## config.mk

```make
export PLATFORM = sky130hd
export DESIGN_NAME = sum_feeder
export DESIGN_NICKNAME = d
export VERILOG_FILES = /design/src/rtl/sum_pkg.sv /design/src/rtl/sum_fifo.sv /design/src/rtl/sum_feeder.sv
export SDC_FILE = /design/constraint.sdc
export NUM_CORES = 1
export LEC_CHECK = 0
export ABC_AREA = 1
export BUFFER_PORTS_ARGS = -buffer_cell sky130_fd_sc_hd__buf_2
export CORE_ASPECT_RATIO = 0.6
export CORE_MARGIN = 2
export CORE_UTILIZATION = 35
export DETAILED_ROUTE_END_ITERATION = 12
export PLACE_DENSITY = 0.58
export SLEW_MARGIN = 30
export SYNTH_ARGS = -nofsm -noshare
export SYNTH_HDL_FRONTEND = slang
export SYNTH_SLANG_ARGS = --single-unit
```

## constraint.sdc

```tcl
create_clock -name clk -period 2.36 [get_ports clk]
set_input_delay 0.708 -clock clk [delete_from_list [all_inputs] [get_ports clk]]
set_output_delay 0.708 -clock clk [all_outputs]
set_load 0.05 [all_outputs]
```

## src/rtl/sum_pkg.sv

```systemverilog
// sum_pkg: shared types and constants for the sum_feeder slice.
//   WORD_W       data width shared with the accumulator
//   DEPTH_DEF    default buffer capacity in words
//   feed_state_t feeder FSM states
package sum_pkg;
  localparam int WORD_W    = 16;
  localparam int DEPTH_DEF = 8;

  typedef enum logic [1:0] {
    IDLE   = 2'd0,
    GO     = 2'd1,
    STREAM = 2'd2,
    TERM   = 2'd3
  } feed_state_t;
endpackage

```

## src/rtl/sum_fifo.sv

```systemverilog
// sum_fifo: synchronous circular FIFO, show-ahead read (pop_data is the head word).
// Ports:
//   clk, reset_l          clock, async active-low reset (pointers/count only)
//   push, push_data       write strobe and word; ignored when full
//   pop                   consume head word; ignored when empty
//   pop_data              current head word
//   full, empty, count    occupancy status
module sum_fifo #(
  parameter int DEPTH = 8,
  parameter int W     = 16
) (
  input  logic                       clk,
  input  logic                       reset_l,
  input  logic                       push,
  input  logic [W-1:0]               push_data,
  input  logic                       pop,
  output logic [W-1:0]               pop_data,
  output logic                       full,
  output logic                       empty,
  output logic [$clog2(DEPTH):0]     count
);
  localparam int AW = $clog2(DEPTH);
  localparam int CW = AW + 1;

  logic [W-1:0]  mem [DEPTH];
  logic [AW-1:0] rd_ptr, wr_ptr;
  logic          do_push, do_pop;

  assign full     = (count == CW'(DEPTH));
  assign empty    = (count == '0);
  assign do_push  = push & ~full;
  assign do_pop   = pop & ~empty;
  assign pop_data = mem[rd_ptr];

  // Storage needs no reset: contents behind the pointers are never read.
  always_ff @(posedge clk) begin
    if (do_push) mem[wr_ptr] <= push_data;
  end

  // DEPTH is a power of 2, so the pointers wrap by plain overflow.
  always_ff @(posedge clk or negedge reset_l) begin
    if (!reset_l) begin
      rd_ptr <= '0;
      wr_ptr <= '0;
      count  <= '0;
    end else begin
      if (do_push) wr_ptr <= wr_ptr + 1'b1;
      if (do_pop)  rd_ptr <= rd_ptr + 1'b1;
      case ({do_push, do_pop})
        2'b10:   count <= count + 1'b1;
        2'b01:   count <= count - 1'b1;
        default: count <= count;
      endcase
    end
  end
endmodule

```

## src/rtl/sum_feeder.sv

```systemverilog
// sum_feeder: buffers nonzero words and streams them into the zero-terminated
// accumulator (go_l with the first word, one word per cycle, then 0), then
// captures the accumulator's total on its done pulse.
// Ports:
//   clk, reset_l                 clock, async active-low reset
//   wr_en, wr_data, wr_rej       producer write; wr_rej pulses on a rejected write
//   full                         buffer holds DEPTH words
//   start_l, start_rej           launch request (active low); reject pulse
//   busy                         run in progress (accepted start .. capture)
//   feed_go_l, feed_inA          to accumulator go_l / inA
//   sum_done, sum_in             from accumulator done / sum
//   result, result_valid         captured total and its update pulse
module sum_feeder import sum_pkg::*; #(
  parameter int DEPTH = DEPTH_DEF,
  parameter int W     = WORD_W
) (
  input  logic         clk,
  input  logic         reset_l,
  input  logic         wr_en,
  input  logic [W-1:0] wr_data,
  output logic         wr_rej,
  output logic         full,
  input  logic         start_l,
  output logic         start_rej,
  output logic         busy,
  output logic         feed_go_l,
  output logic [W-1:0] feed_inA,
  input  logic         sum_done,
  input  logic [W-1:0] sum_in,
  output logic [W-1:0] result,
  output logic         result_valid
);
  feed_state_t state, state_n;

  logic                  empty, pop, push, start_rej_n, capture;
  logic [W-1:0]          head;
  logic [$clog2(DEPTH):0] count;

  // A write in the same cycle as a start is still accepted; the start decision
  // uses the registered (pre-write) occupancy via empty.
  assign push    = wr_en && (wr_data != '0) && !full && (state == IDLE);
  assign capture = (state == TERM) && sum_done;

  sum_fifo #(.DEPTH(DEPTH), .W(W)) u_fifo (
    .clk       (clk),
    .reset_l   (reset_l),
    .push      (push),
    .push_data (wr_data),
    .pop       (pop),
    .pop_data  (head),
    .full      (full),
    .empty     (empty),
    .count     (count)
  );

  // State register
  always_ff @(posedge clk or negedge reset_l) begin
    if (!reset_l) state <= IDLE;
    else          state <= state_n;
  end

  // Next state; pop advances the head into feed_inA for the next cycle.
  always_comb begin
    state_n     = state;
    pop         = 1'b0;
    start_rej_n = !start_l && ((state != IDLE) || empty);
    case (state)
      IDLE:   if (!start_l && !empty) begin state_n = GO; pop = 1'b1; end
      GO,
      STREAM: if (!empty) begin state_n = STREAM; pop = 1'b1; end
              else state_n = TERM;
      TERM:   if (sum_done) state_n = IDLE;
      default: state_n = IDLE;
    endcase
  end

  // Outputs, registered from the next state so they line up with it.
  always_ff @(posedge clk or negedge reset_l) begin
    if (!reset_l) begin
      feed_go_l    <= 1'b1;
      feed_inA     <= '0;
      busy         <= 1'b0;
      wr_rej       <= 1'b0;
      start_rej    <= 1'b0;
      result       <= '0;
      result_valid <= 1'b0;
    end else begin
      feed_go_l    <= (state_n != GO);
      feed_inA     <= pop ? head : '0;
      busy         <= (state_n != IDLE);
      wr_rej       <= wr_en && !push;
      start_rej    <= start_rej_n;
      result_valid <= capture;
      if (capture) result <= sum_in;
    end
  end

  logic unused_count;
  assign unused_count = ^count;
endmodule

```

==> metrics.cfg, run 1 <==
[status]
outcome = finished clean

[drt]
vias = 4721
drcViolationCount = 0
routedWlPerCell_microns = 15.9
vias_per_cell = 4.55
wl_mm = 16.5
ant_nets = 0
first_pass_iters = 6
drt_iter0_drc = 399

[timing]
worst_pin_slew_ns = 0.512
fin_ws_ns = 0.128
timing.hold.ws_ns = 0.251
hold_viol = 0
drv_slew = 0
fin_crit_ns = 2.23
max_slew_margin_pct = 65.9
fin_worst_skew_ns = 0.00981
finalCritPeriodShare_pct = 94.6
fmax_mhz = 448
setup_viol = 0

[clock_network]
insertion_delay_ns = 0.43
path_clk_slew_ns = 0.07
clockRootBuffer = clkbuf_16
cts.sinks = 177
htreeDepth = 4
cts.path.max_buffers = 2
cts_buffers = 17
tritoncts = done
cts_hold_buf = 0

[global_route]
grt_pass1_wl_mm = 25.7
grt-ovfl-total = 0
grt.total_usage_pct = 15.9
antenna_found_initial = 0
grt_pass1_vias = 4439
grt_max_degree = 66

[die]
die_x_microns = 189
start_util_pct = 35.8
die_y_microns = 115
die-area_sq_um = 21700
rows = 40
core_area_sq_um = 20000
io_pins = 75

[worst_setup_path]
crit_buf_inv = 1
worst-r2r-cell-count = 15
start_kind = flop
cp.arrival_ns = 1.52
worstSetupEndpointType = primary output
path_class = reg -> out
crit_family = flip-flops
critPathSlowestCell = dfrtp_1
rrSetupSlack_ns = 0.20
reg2reg_to = u_fifo.count[2]
r2r_start = state[0]
critPathMaxStageDelay_ns = 0.43
required_ns = 1.65
path_cells = nor2_1, nand2_1, nor2_2, buf_2
path_max_fanout = 4

[cells_and_area]
final_area_sq_um = 8690
drive_above_1_share_pct = 22.5
diodes = 0
final_nets = 796
final.fill_count = 1911
area_delta_synth_final_pct = 21.3

[hold_path]
min_path_type = in -> async

[logic_synthesis]
synth_fp_nets = 681
ys_seq_elements = 177
synth.distinct_cells = 30
netlist_area_sq_um = 7170
synth_area_per_cell_sq_um = 11.3
syn-instance-count = 636
yosysSeqAreaShare_pct = 70.8
synth_warnings = 0

[place]
place_area_sq_um = 8100
place_ws_ns = -0.0462
place.gp.congestion = 0.801
dp_hpwl_mm = 10.2
port_buffers = 74

[flow_run]
drv_cap = 0

[power]
clockPowerShare_pct = 23.4
p_leak_nw = 3.62
switching_share_pct = 42.0
p_switching_w = 0.00495
pwr-share-comb_pct = 41.7
power_density_nw_per_um2 = 1360
vdd_drop_max_v = 0.000672
seqPwrFrac_pct = 35.0
intPower_w = 0.00684

## cells in the mapped netlist (all sizes together)
| master | number | area share [%] |
|---|---|---|
| xnor2 | 2 | 0.24 |
| nand3 | 60 | 4.4 |
| clkbuf | 3 | 0.16 |
| a21oi | 19 | 1.3 |
| clkinv | 1 | 0.052 |
| xor2 | 2 | 0.24 |
| inv | 22 | 1.2 |
| buf | 25 | 2.5 |
| o21ai | 37 | 2.6 |
| nor3 | 3 | 0.21 |
| nand4 | 1 | 0.087 |
| nand2 | 172 | 9.1 |
| a21boi | 1 | 0.10 |
| edfxtp | 128 | 54 |
| ha | 8 | 1.4 |
| nor2 | 103 | 5.6 |
| dfrtp | 48 | 17 |
| dfstp | 1 | 0.37 |
## cell families (layout without fill, tap and decap cells)
family	Yosys count	after routing	share of synthesized area [%]
flip-flops	177	177	70.8
AO/OA/AOI/OAI	57	57	4.02
XOR/XNOR	4	4	0.489
AND/OR/NAND/NOR	339	339	19.4
adder cells (fa/ha/maj)	8	8	1.40
buffers and inverters	51	179	3.95
## metal layers
metal / part of all wire, % / wire, microns / vias up / global-route usage (%)
met4: 0.55 / 90 / 0 / 4.22
met1: 51 / 8400 / 2211 / 23.7
li1: - / - / 2373 / -
met2: 43 / 7100 / 132 / 23.4
met5: 0 / 0 / - / 0
met3: 5.3 / 878 / 5 / 3.48
## power groups by stage
stage,Clock [W],Sequential (W),Combinational (W)
after floorplan,0,0.00508,0.00272
final,0.00275,0.00412,0.00491
after detailed placement,0,0.00419,0.00487
after CTS,0.00280,0.00413,0.00489
after global placement,0,0.00420,0.00485
after global routing,0.00293,0.00418,0.00546
## worst reg2reg max path, delay by kind of cell, from the launching register on
family | cells | cell delay [ns]
adders and majority gates | 3 | 0.70
DFF | 1 | 0.36
buffers and inverters | 4 | 0.31
AOI/OAI and AO/OA | 4 | 0.33
and+or+nand+nor | 4 | 0.32
## worst max-delay path by stage
stage | endpoint | start | cells past startpoint | slack [ns]
floorplan | u_fifo.mem[3][0] | wr_data[15] | 6 | -0.27
global route | u_fifo.count[3] | state[0] | 17 | -0.002
detailed placement | u_fifo.count[2] | wr_data[9] | 15 | -0.05
finish | full | u_fifo.count[2] | 4 | 0.13
global placement | u_fifo.count[2] | wr_data[9] | 15 | -0.07
CTS | u_fifo.count[2] | state[0] | 15 | 0.11
## stage by stage
stage / setup TNS (ns) / power [W] / utilization [%] / cells
after floorplan: -13.15 / 0.00779 / - / 636
after global placement: -0.0738 / 0.00905 / 40.5 / 1003
after detailed placement: -0.0462 / 0.00906 / 40.5 / 1003
after CTS: 0 / 0.0118 / 43.3 / 1035
after global routing: -0.00157 / 0.0126 / 43.4 / 1037
final: 0 / 0.0118 / 43.4 / 1037
## what timing repair did
action,4_1_cts,5_1_grt
hold endpoints to repair,0,0
resized for setup,0,2
setup endpoints to repair,0,2
buffers inserted,0,2
## placed cells by master, fill, tap and decap left out, types with 17 or more instances in the layout
cell	Yosys	routed
nand2_1	170	170
edfxtp_1	128	128
nor2_1	100	100
buf_2	12	74
nand3_1	58	58
dfrtp_1	48	47
buf_4	6	47
o21ai_1	22	22
inv_1	19	18
a21oi_1	19	18
clkbuf_16	0	17
## area by class of cell
type / instances / area (sq um) / share of cell area (%)
Clock inverter: 14 / 145 / 1.67
Inverter: 23 / 91.3 / 1.05
Sequential cell: 177 / 5070 / 58.3
Multi-Input combinational cell: 408 / 1830 / 21.1
Clock buffer: 18 / 429 / 4.94
Timing Repair Buffer: 124 / 783 / 9.01
Tap cell: 273 / 342 / 3.93
## state kept, by name, indices dropped and copies added (netlist names)
| name | cells |
|---|---|
| result_valid | 1 |
| u_fifo.mem | 128 |
| start_rej | 1 |
| feed_go_l | 1 |
| u_fifo.rd_ptr | 3 |
| u_fifo.wr_ptr | 3 |
| wr_rej | 1 |
| result | 16 |
| u_fifo.count | 4 |
| feed_inA | 16 |
| state | 2 |
| busy | 1 |
(Power assumes the default switching activity.)
==> run 2: changes to the inputs <==
--- a/config.mk
+++ b/config.mk
@@ -7,12 +7,13 @@
 export LEC_CHECK = 0
 export ABC_AREA = 1
 export BUFFER_PORTS_ARGS = -buffer_cell sky130_fd_sc_hd__buf_2
-export CORE_ASPECT_RATIO = 0.6
-export CORE_MARGIN = 2
+export CORE_ASPECT_RATIO = 1.5
+export CORE_MARGIN = 5
 export CORE_UTILIZATION = 35
 export DETAILED_ROUTE_END_ITERATION = 12
 export PLACE_DENSITY = 0.58
 export SLEW_MARGIN = 30
 export SYNTH_ARGS = -nofsm -noshare
 export SYNTH_HDL_FRONTEND = slang
+export SYNTH_HIERARCHICAL = 1
 export SYNTH_SLANG_ARGS = --single-unit
==> run 2 against run 1 <==
Compared with the run above:
- sequential share of layout area down 5.1 points
- final area up 9.7%
- combinational power up 10%
- power up 5.0%
- die area up 17%
- synthesized cell count up 27%
- highest routed layer unchanged
- non-clock buffer count unchanged
- wire length up 0.73%
- clock skew up 0.0026 ns
- via count up 10%
- synthesized area up 8.3%
- global-route usage down 2.2 points
==> metrics.cfg, run 2 <==
[status]
outcome = finished clean  ; unchanged

[cells_and_area]
final_nets = 967  ; was 796
fin_cells = 1206  ; was 1037
area_delta_synth_final_pct = 22.9  ; was 21.3%
final_cell_mix = nand2_1, nor2_1, edfxtp_1  ; was nand2_1, edfxtp_1, nor2_1
utilization_pct = 43.7  ; was 43.4%
diodes = 0  ; unchanged
top_regs = u_fifo/mem (128), feed_inA (16), result (16)  ; was u_fifo.mem (128), feed_inA (16), result (16)
top_register = u_fifo/mem  ; was u_fifo.mem
layout_commonest_cell = nand2_1  ; unchanged
largest_reg_flops = 128  ; unchanged
drive_above_1_share_pct = 20.2  ; was 22.5%

[place]
dpl.cell_count = 1171  ; was 1003
place.gp.congestion = 0.732  ; was 0.801
port_buffers = 74  ; unchanged
dp_hpwl_mm = 10.9  ; was 10.2 mm

[logic_synthesis]
async_flop_share_pct = 27.7  ; unchanged
synth-main-ff-cell = edfxtp_1  ; unchanged
synth_area_leaders = edfxtp_1, dfrtp_1, nand2_1  ; unchanged
ys_seq_elements = 177  ; unchanged
netlist_area_sq_um = 7760  ; was 7170 sq um
syn-instance-count = 806  ; was 636
synth_fp_nets = 852  ; was 681
synth.most_common_cell = nand2_1  ; unchanged
synth.distinct_cells = 26  ; was 30
synth_warnings = 6  ; was 0
yosys.area.top_type = edfxtp_1  ; unchanged
synth_edf_count = 128  ; unchanged
synthTopCellsByCount = nand2_1, nor2_1, edfxtp_1, inv_1, dfrtp_1  ; was nand2_1, edfxtp_1, nor2_1, nand3_1, dfrtp_1
yosysSeqAreaShare_pct = 65.4  ; was 70.8%
synth_area_per_cell_sq_um = 9.63  ; was 11.3 sq um
synth_top_cell_area_share_pct = 49.5  ; was 53.6%

[power]
p_leak_nw = 4.43  ; was 3.62 nW
power_density_nw_per_um2 = 1300  ; was 1360 nW/um^2
vdd_drop_max_v = 0.000745  ; was 0.000672 V

[timing]
setup_tns_ns = 0  ; unchanged
worst_pin_slew_ns = 0.549  ; was 0.512 ns
finalCritPeriodShare_pct = 95.6  ; was 94.6%
fin_crit_ns = 2.26  ; was 2.23 ns
max_slew_margin_pct = 63.4  ; was 65.9%
setup_viol = 0  ; unchanged
drv_slew = 0  ; unchanged
fmax_mhz = 443  ; was 448 MHz
hold_viol = 0  ; unchanged
fin_worst_skew_ns = 0.0124  ; was 0.00981 ns

[drt]
first_pass_iters = 4  ; was 6
vias_per_cell = 4.32  ; was 4.55
routedWlPerCell_microns = 13.8  ; was 15.9 microns
ant_nets = 0  ; unchanged
wl_mm = 16.6  ; was 16.5 mm
drt_iter0_drc = 268  ; was 399
drcViolationCount = 0  ; unchanged
vias = 5207  ; was 4721

[worst_setup_path]
required_ns = 1.65  ; about the same
worst-r2r-cell-count = 10  ; was 15
r2r_start = u_fifo/count[0]  ; was state[0]
reg2reg_to = u_fifo/mem[1][6]  ; was u_fifo.count[2]
cp.arrival_ns = 1.55  ; was 1.52 ns
path_max_fanout = 4  ; unchanged
path_class = reg -> out  ; unchanged
rrSetupSlack_ns = 0.11  ; was 0.20 ns
worstSetupEndpointType = primary output  ; unchanged
start_kind = flop  ; unchanged

[die]
core_area_sq_um = 21800  ; was 20000 sq um
rows = 66  ; was 40
die-area_sq_um = 25300  ; was 21700 sq um
die_y_microns = 192  ; was 115 microns
start_util_pct = 35.6  ; was 35.8%
die_x_microns = 132  ; was 189 microns
io_pins = 75  ; unchanged

[clock_network]
cts_buffers = 17  ; unchanged
path_clk_slew_ns = 0.07  ; about the same
cts.sinks = 177  ; unchanged
insertion_delay_ns = 0.43  ; about the same
clockRootBuffer = clkbuf_16  ; unchanged
cts_hold_buf = 0  ; unchanged
htreeDepth = 4  ; unchanged
tritoncts = done  ; unchanged
cts.path.max_buffers = 2  ; unchanged

[global_route]
grt_pass1_vias = 5074  ; was 4439
grt.total_usage_pct = 13.7  ; was 15.9%
antenna_found_initial = 0  ; unchanged
grt-ovfl-total = 0  ; unchanged
grt_max_degree = 55  ; was 66
grt_pass1_wl_mm = 26.6  ; was 25.7 mm

[flow_run]
drv_cap = 0  ; unchanged

[hold_path]
min_path_type = in -> async  ; unchanged

==> run 2: changes by cell type after synthesis, moves of 5 or more <==
cell     delta
nor2_1     +49
nor3_1      +5
nand2_1   +120
o21ai_1    -22
a21oi_1    -16
inv_1      +84
nor2_4     +10
o21ai_0     -8
nand3_1    -51
buf_2       +5
==> run 2: where the power goes <==
| group | internal [W] | leakage [nW] | total, W | switching, W |
|---|---|---|---|---|
| Sequential | 0.00386 | 1.77 | 0.00423 | 0.000366 |
| Clock | 0.00162 | 0.280 | 0.00274 | 0.00112 |
| Combinational | 0.00178 | 2.38 | 0.00541 | 0.00362 |
| Total | 0.00727 | 4.43 | 0.0124 | 0.00511 |
==> run 2: stage by stage <==
| step | worst slack [ns] | instance area, sq um | total power [W] | hold slack, ns |
|---|---|---|---|---|
| 4_1_cts | -0.0582 | 9430 | 0.0125 | 0.215 |
| 3_5_place_dp | -0.230 | 8850 | 0.00968 | 0.460 |
| 5_1_grt | -0.00501 | 9540 | 0.0133 | 0.240 |
| 3_3_place_gp | -0.162 | 8850 | 0.00961 | 0.460 |
| 2_1_floorplan | -0.121 | 7850 | 0.00840 | 0.412 |
| 6_report | 0.105 | 9540 | 0.0124 | 0.216 |
==> run 2: worst max-delay path, stage by stage (launching register included) <==
cell	delay, ns
dfrtp_1	0.45
nor2_4	0.17
nand3_4	0.12
clkinvlp_4	0.13
clkbuf_4	0.23
==> run 2: kinds of logic after synthesis <==
group / count (synthesis) / share of synthesized area (%)
buf+inv: 133 / 7.34
flops: 177 / 65.4
xor+xnor: 6 / 0.677
fa+ha+maj: 9 / 1.55
compound gates: 12 / 0.951
simple gates: 469 / 24.1
==> run 2: area by class of cell <==
cell class / count / area, sq um
Inverter: 105 / 400
Multi-Input combinational cell: 496 / 2260
Tap cell: 272 / 340
Clock inverter: 7 / 104
Sequential cell: 177 / 5070
Fill cell: 2082 / 12300
Clock buffer: 25 / 475
Timing Repair Buffer: 124 / 878
==> run 2: worst max-delay path by stage <==
stage,startpoint,end,cells after the start,slack [ns]
after floorplan,u_fifo/count[2],u_fifo/mem[0][0],8,-0.12
after global placement,wr_data[6],u_fifo/count[3],13,-0.16
after CTS,u_fifo/count[0],u_fifo/mem[1][0],9,-0.06
final,u_fifo/count[0],full,4,0.10
after global routing,u_fifo/count[0],u_fifo/mem[1][6],10,-0.005
after detailed placement,wr_data[6],u_fifo/count[2],11,-0.23
==> run 2: routing by layer <==
| metal | track usage, % | share of wire, % | up-vias |
|---|---|---|---|
| li1 | - | - | 2707 |
| met1 | 15.8 | 42 | 2380 |
| met2 | 24.5 | 52 | 104 |
| met3 | 3.29 | 4.0 | 16 |
| met5 | 0 | 0 | - |
| met4 | 5.19 | 2.2 | 0 |
==> run 2: what timing repair did <==
action                                  4_1_cts  5_1_grt
hold endpoints to repair                      0        0
endpoints found under the setup margin       48      132
pin swaps                                     0        1
gates cloned                                  0        1
setup buffers                                 0        2
gates resized for setup                       0       14
==> run 3: changes to the inputs <==
--- a/config.mk
+++ b/config.mk
@@ -10,6 +10,7 @@
 export CORE_ASPECT_RATIO = 1.5
 export CORE_MARGIN = 5
 export CORE_UTILIZATION = 35
+export CTS_BUF_LIST = sky130_fd_sc_hd__clkbuf_4 sky130_fd_sc_hd__clkbuf_8 sky130_fd_sc_hd__clkbuf_16
 export DETAILED_ROUTE_END_ITERATION = 12
 export PLACE_DENSITY = 0.58
 export SLEW_MARGIN = 30
==> run 3 against run 2 <==
Compared with the run above:
- fmax hardly changed
- register-to-register slack barely moved
- setup slack worse by 0.0014 ns
- sequential share of layout area down 0.13 points
- largest power group unchanged
- combinational power about the same
==> metrics.cfg, run 3 (synthesized netlist as in run 2, its figures left out) <==
[clock_network]
path_clk_slew_ns = 0.07  ; about the same
cts_hold_buf = 0  ; unchanged
insertion_delay_ns = 0.43  ; about the same
clockRootBuffer = clkbuf_16  ; unchanged
tritoncts = done  ; unchanged
cts_buffers = 17  ; unchanged
htreeDepth = 4  ; unchanged
cts.sinks = 177  ; unchanged
cts.path.max_buffers = 2  ; unchanged

[die]
io_pins = 75  ; unchanged
die-area_sq_um = 25300  ; unchanged
die_y_microns = 192  ; unchanged
rows = 66  ; unchanged
die_x_microns = 132  ; unchanged
start_util_pct = 35.6  ; unchanged
core_area_sq_um = 21800  ; unchanged

[global_route]
antenna_found_initial = 0  ; unchanged
grt_max_degree = 55  ; unchanged
grt-ovfl-total = 0  ; unchanged
grt.total_usage_pct = 13.7  ; unchanged
grt_pass1_wl_mm = 26.6  ; unchanged
grt_pass1_vias = 5072  ; was 5074

[timing]
max_slew_margin_pct = 63.0  ; was 63.4%
worst_pin_slew_ns = 0.554  ; was 0.549 ns
finalCritPeriodShare_pct = 95.6  ; about the same
fmax_mhz = 443  ; about the same
setup_viol = 0  ; unchanged
fin_worst_skew_ns = 0.0119  ; was 0.0124 ns
fin_crit_ns = 2.26  ; about the same
hold_viol = 0  ; unchanged
drv_slew = 0  ; unchanged
timing.hold.ws_ns = 0.215  ; was 0.216 ns

[power]
intPower_w = 0.00734  ; was 0.00727 W
total_power_w = 0.0125  ; was 0.0124 W
p_switching_w = 0.00511  ; about the same
seqPwrFrac_pct = 34.0  ; was 34.2%
switching_share_pct = 41.1  ; was 41.3%
pwr-share-comb_pct = 43.4  ; was 43.7%
p_leak_nw = 4.45  ; was 4.43 nW
power_density_nw_per_um2 = 1300  ; about the same
vdd_drop_max_v = 0.000746  ; was 0.000745 V
clockPowerShare_pct = 22.6  ; was 22.2%

[cells_and_area]
diodes = 0  ; unchanged
top_register = u_fifo/mem  ; unchanged
top_regs = u_fifo/mem (128), feed_inA (16), result (16)  ; unchanged
final_nets = 967  ; unchanged
layout_commonest_cell = nand2_1  ; unchanged
final.fill_count = 2079  ; was 2082
drive_above_1_share_pct = 20.9  ; was 20.2%
area_delta_synth_final_pct = 23.2  ; was 22.9%
utilization_pct = 43.8  ; was 43.7%
largest_reg_flops = 128  ; unchanged
final_area_sq_um = 9560  ; was 9540 sq um
final_cell_mix = nand2_1, nor2_1, edfxtp_1  ; unchanged
fin_cells = 1206  ; unchanged

[drt]
routedWlPerCell_microns = 13.7  ; was 13.8 microns
vias = 5163  ; was 5207
drcViolationCount = 0  ; unchanged
vias_per_cell = 4.28  ; was 4.32
drt_iter0_drc = 240  ; was 268
ant_nets = 0  ; unchanged
first_pass_iters = 4  ; unchanged
wl_mm = 16.5  ; was 16.6 mm

[worst_setup_path]
worstSetupEndpointType = primary output  ; unchanged
cp.arrival_ns = 1.55  ; about the same
path_max_fanout = 4  ; unchanged
required_ns = 1.65  ; about the same
path_class = reg -> out  ; unchanged
start_kind = flop  ; unchanged

[flow_run]
drv_cap = 0  ; unchanged

[place]
dp_hpwl_mm = 10.9  ; unchanged
port_buffers = 74  ; unchanged
place_area_sq_um = 8850  ; unchanged
dpl.cell_count = 1171  ; unchanged
place.gp.congestion = 0.732  ; unchanged

[status]
outcome = finished clean  ; unchanged

[hold_path]
min_path_type = in -> async  ; unchanged

==> run 3: what timing repair did <==
action,4_1_cts,5_1_grt
pin swaps,0,1
resized for setup,0,14
setup buffers,0,2
endpoints found under the setup margin,48,132
gates cloned,0,1
==> run 3: layout make-up <==
class                           instances  area [sq um]  area share, %
Sequential cell                       177          5070           53.1
Multi-Input combinational cell        496          2260           23.7
Timing Repair Buffer                  124           878           9.19
Clock buffer                           25           498           5.21
Inverter                              105           400           4.19
Tap cell                              272           340           3.56
Clock inverter                          7           104           1.09
==> run 3: final timing paths <==
check / cells past startpoint / from / slack (ns) / end
max: 4 / u_fifo/count[0] / 0.10 / full
min: 1 / reset_l / 0.21 / feed_inA[14]
max reg2reg: 10 / u_fifo/count[0] / 0.12 / u_fifo/mem[1][6]
min reg2reg: 2 / result[7] / 0.47 / result[7]
max in group asynchronous: 2 / reset_l / 1.50 / feed_inA[6]
min in group clk: 3 / sum_in[7] / 0.47 / result[7]
==> run 3: metal layers <==
layer,routed length (microns),GRT usage [%]
met1,6770,15.8
met2,8570,24.5
met3,839,3.29
met4,365,5.19
met5,0,0
==> run 3: power by group through the flow <==
stage / combinational, W / sequential [W] / clock (W)
6_report: 0.00540 / 0.00423 / 0.00282
5_1_grt: 0.00606 / 0.00430 / 0.00305
4_1_cts: 0.00541 / 0.00422 / 0.00291
3_5_place_dp: 0.00540 / 0.00428 / 0
3_3_place_gp: 0.00534 / 0.00427 / 0
2_1_floorplan: 0.00344 / 0.00496 / 0
==> run 3: through the flow <==
step	setup slack (ns)	TNS, ns
floorplan	-0.121	-15.45
global placement	-0.162	-9.45
detailed placement	-0.230	-9.05
CTS	-0.0584	-1.81
global route	-0.00486	-0.0106
finish	0.103	0
==> run 3: worst max-delay path, stage by stage (launching register included) <==
cell and delay, ns:
dfrtp_1 0.45, nor2_4 0.17, nand3_4 0.12, clkinvlp_4 0.13, clkbuf_4 0.23
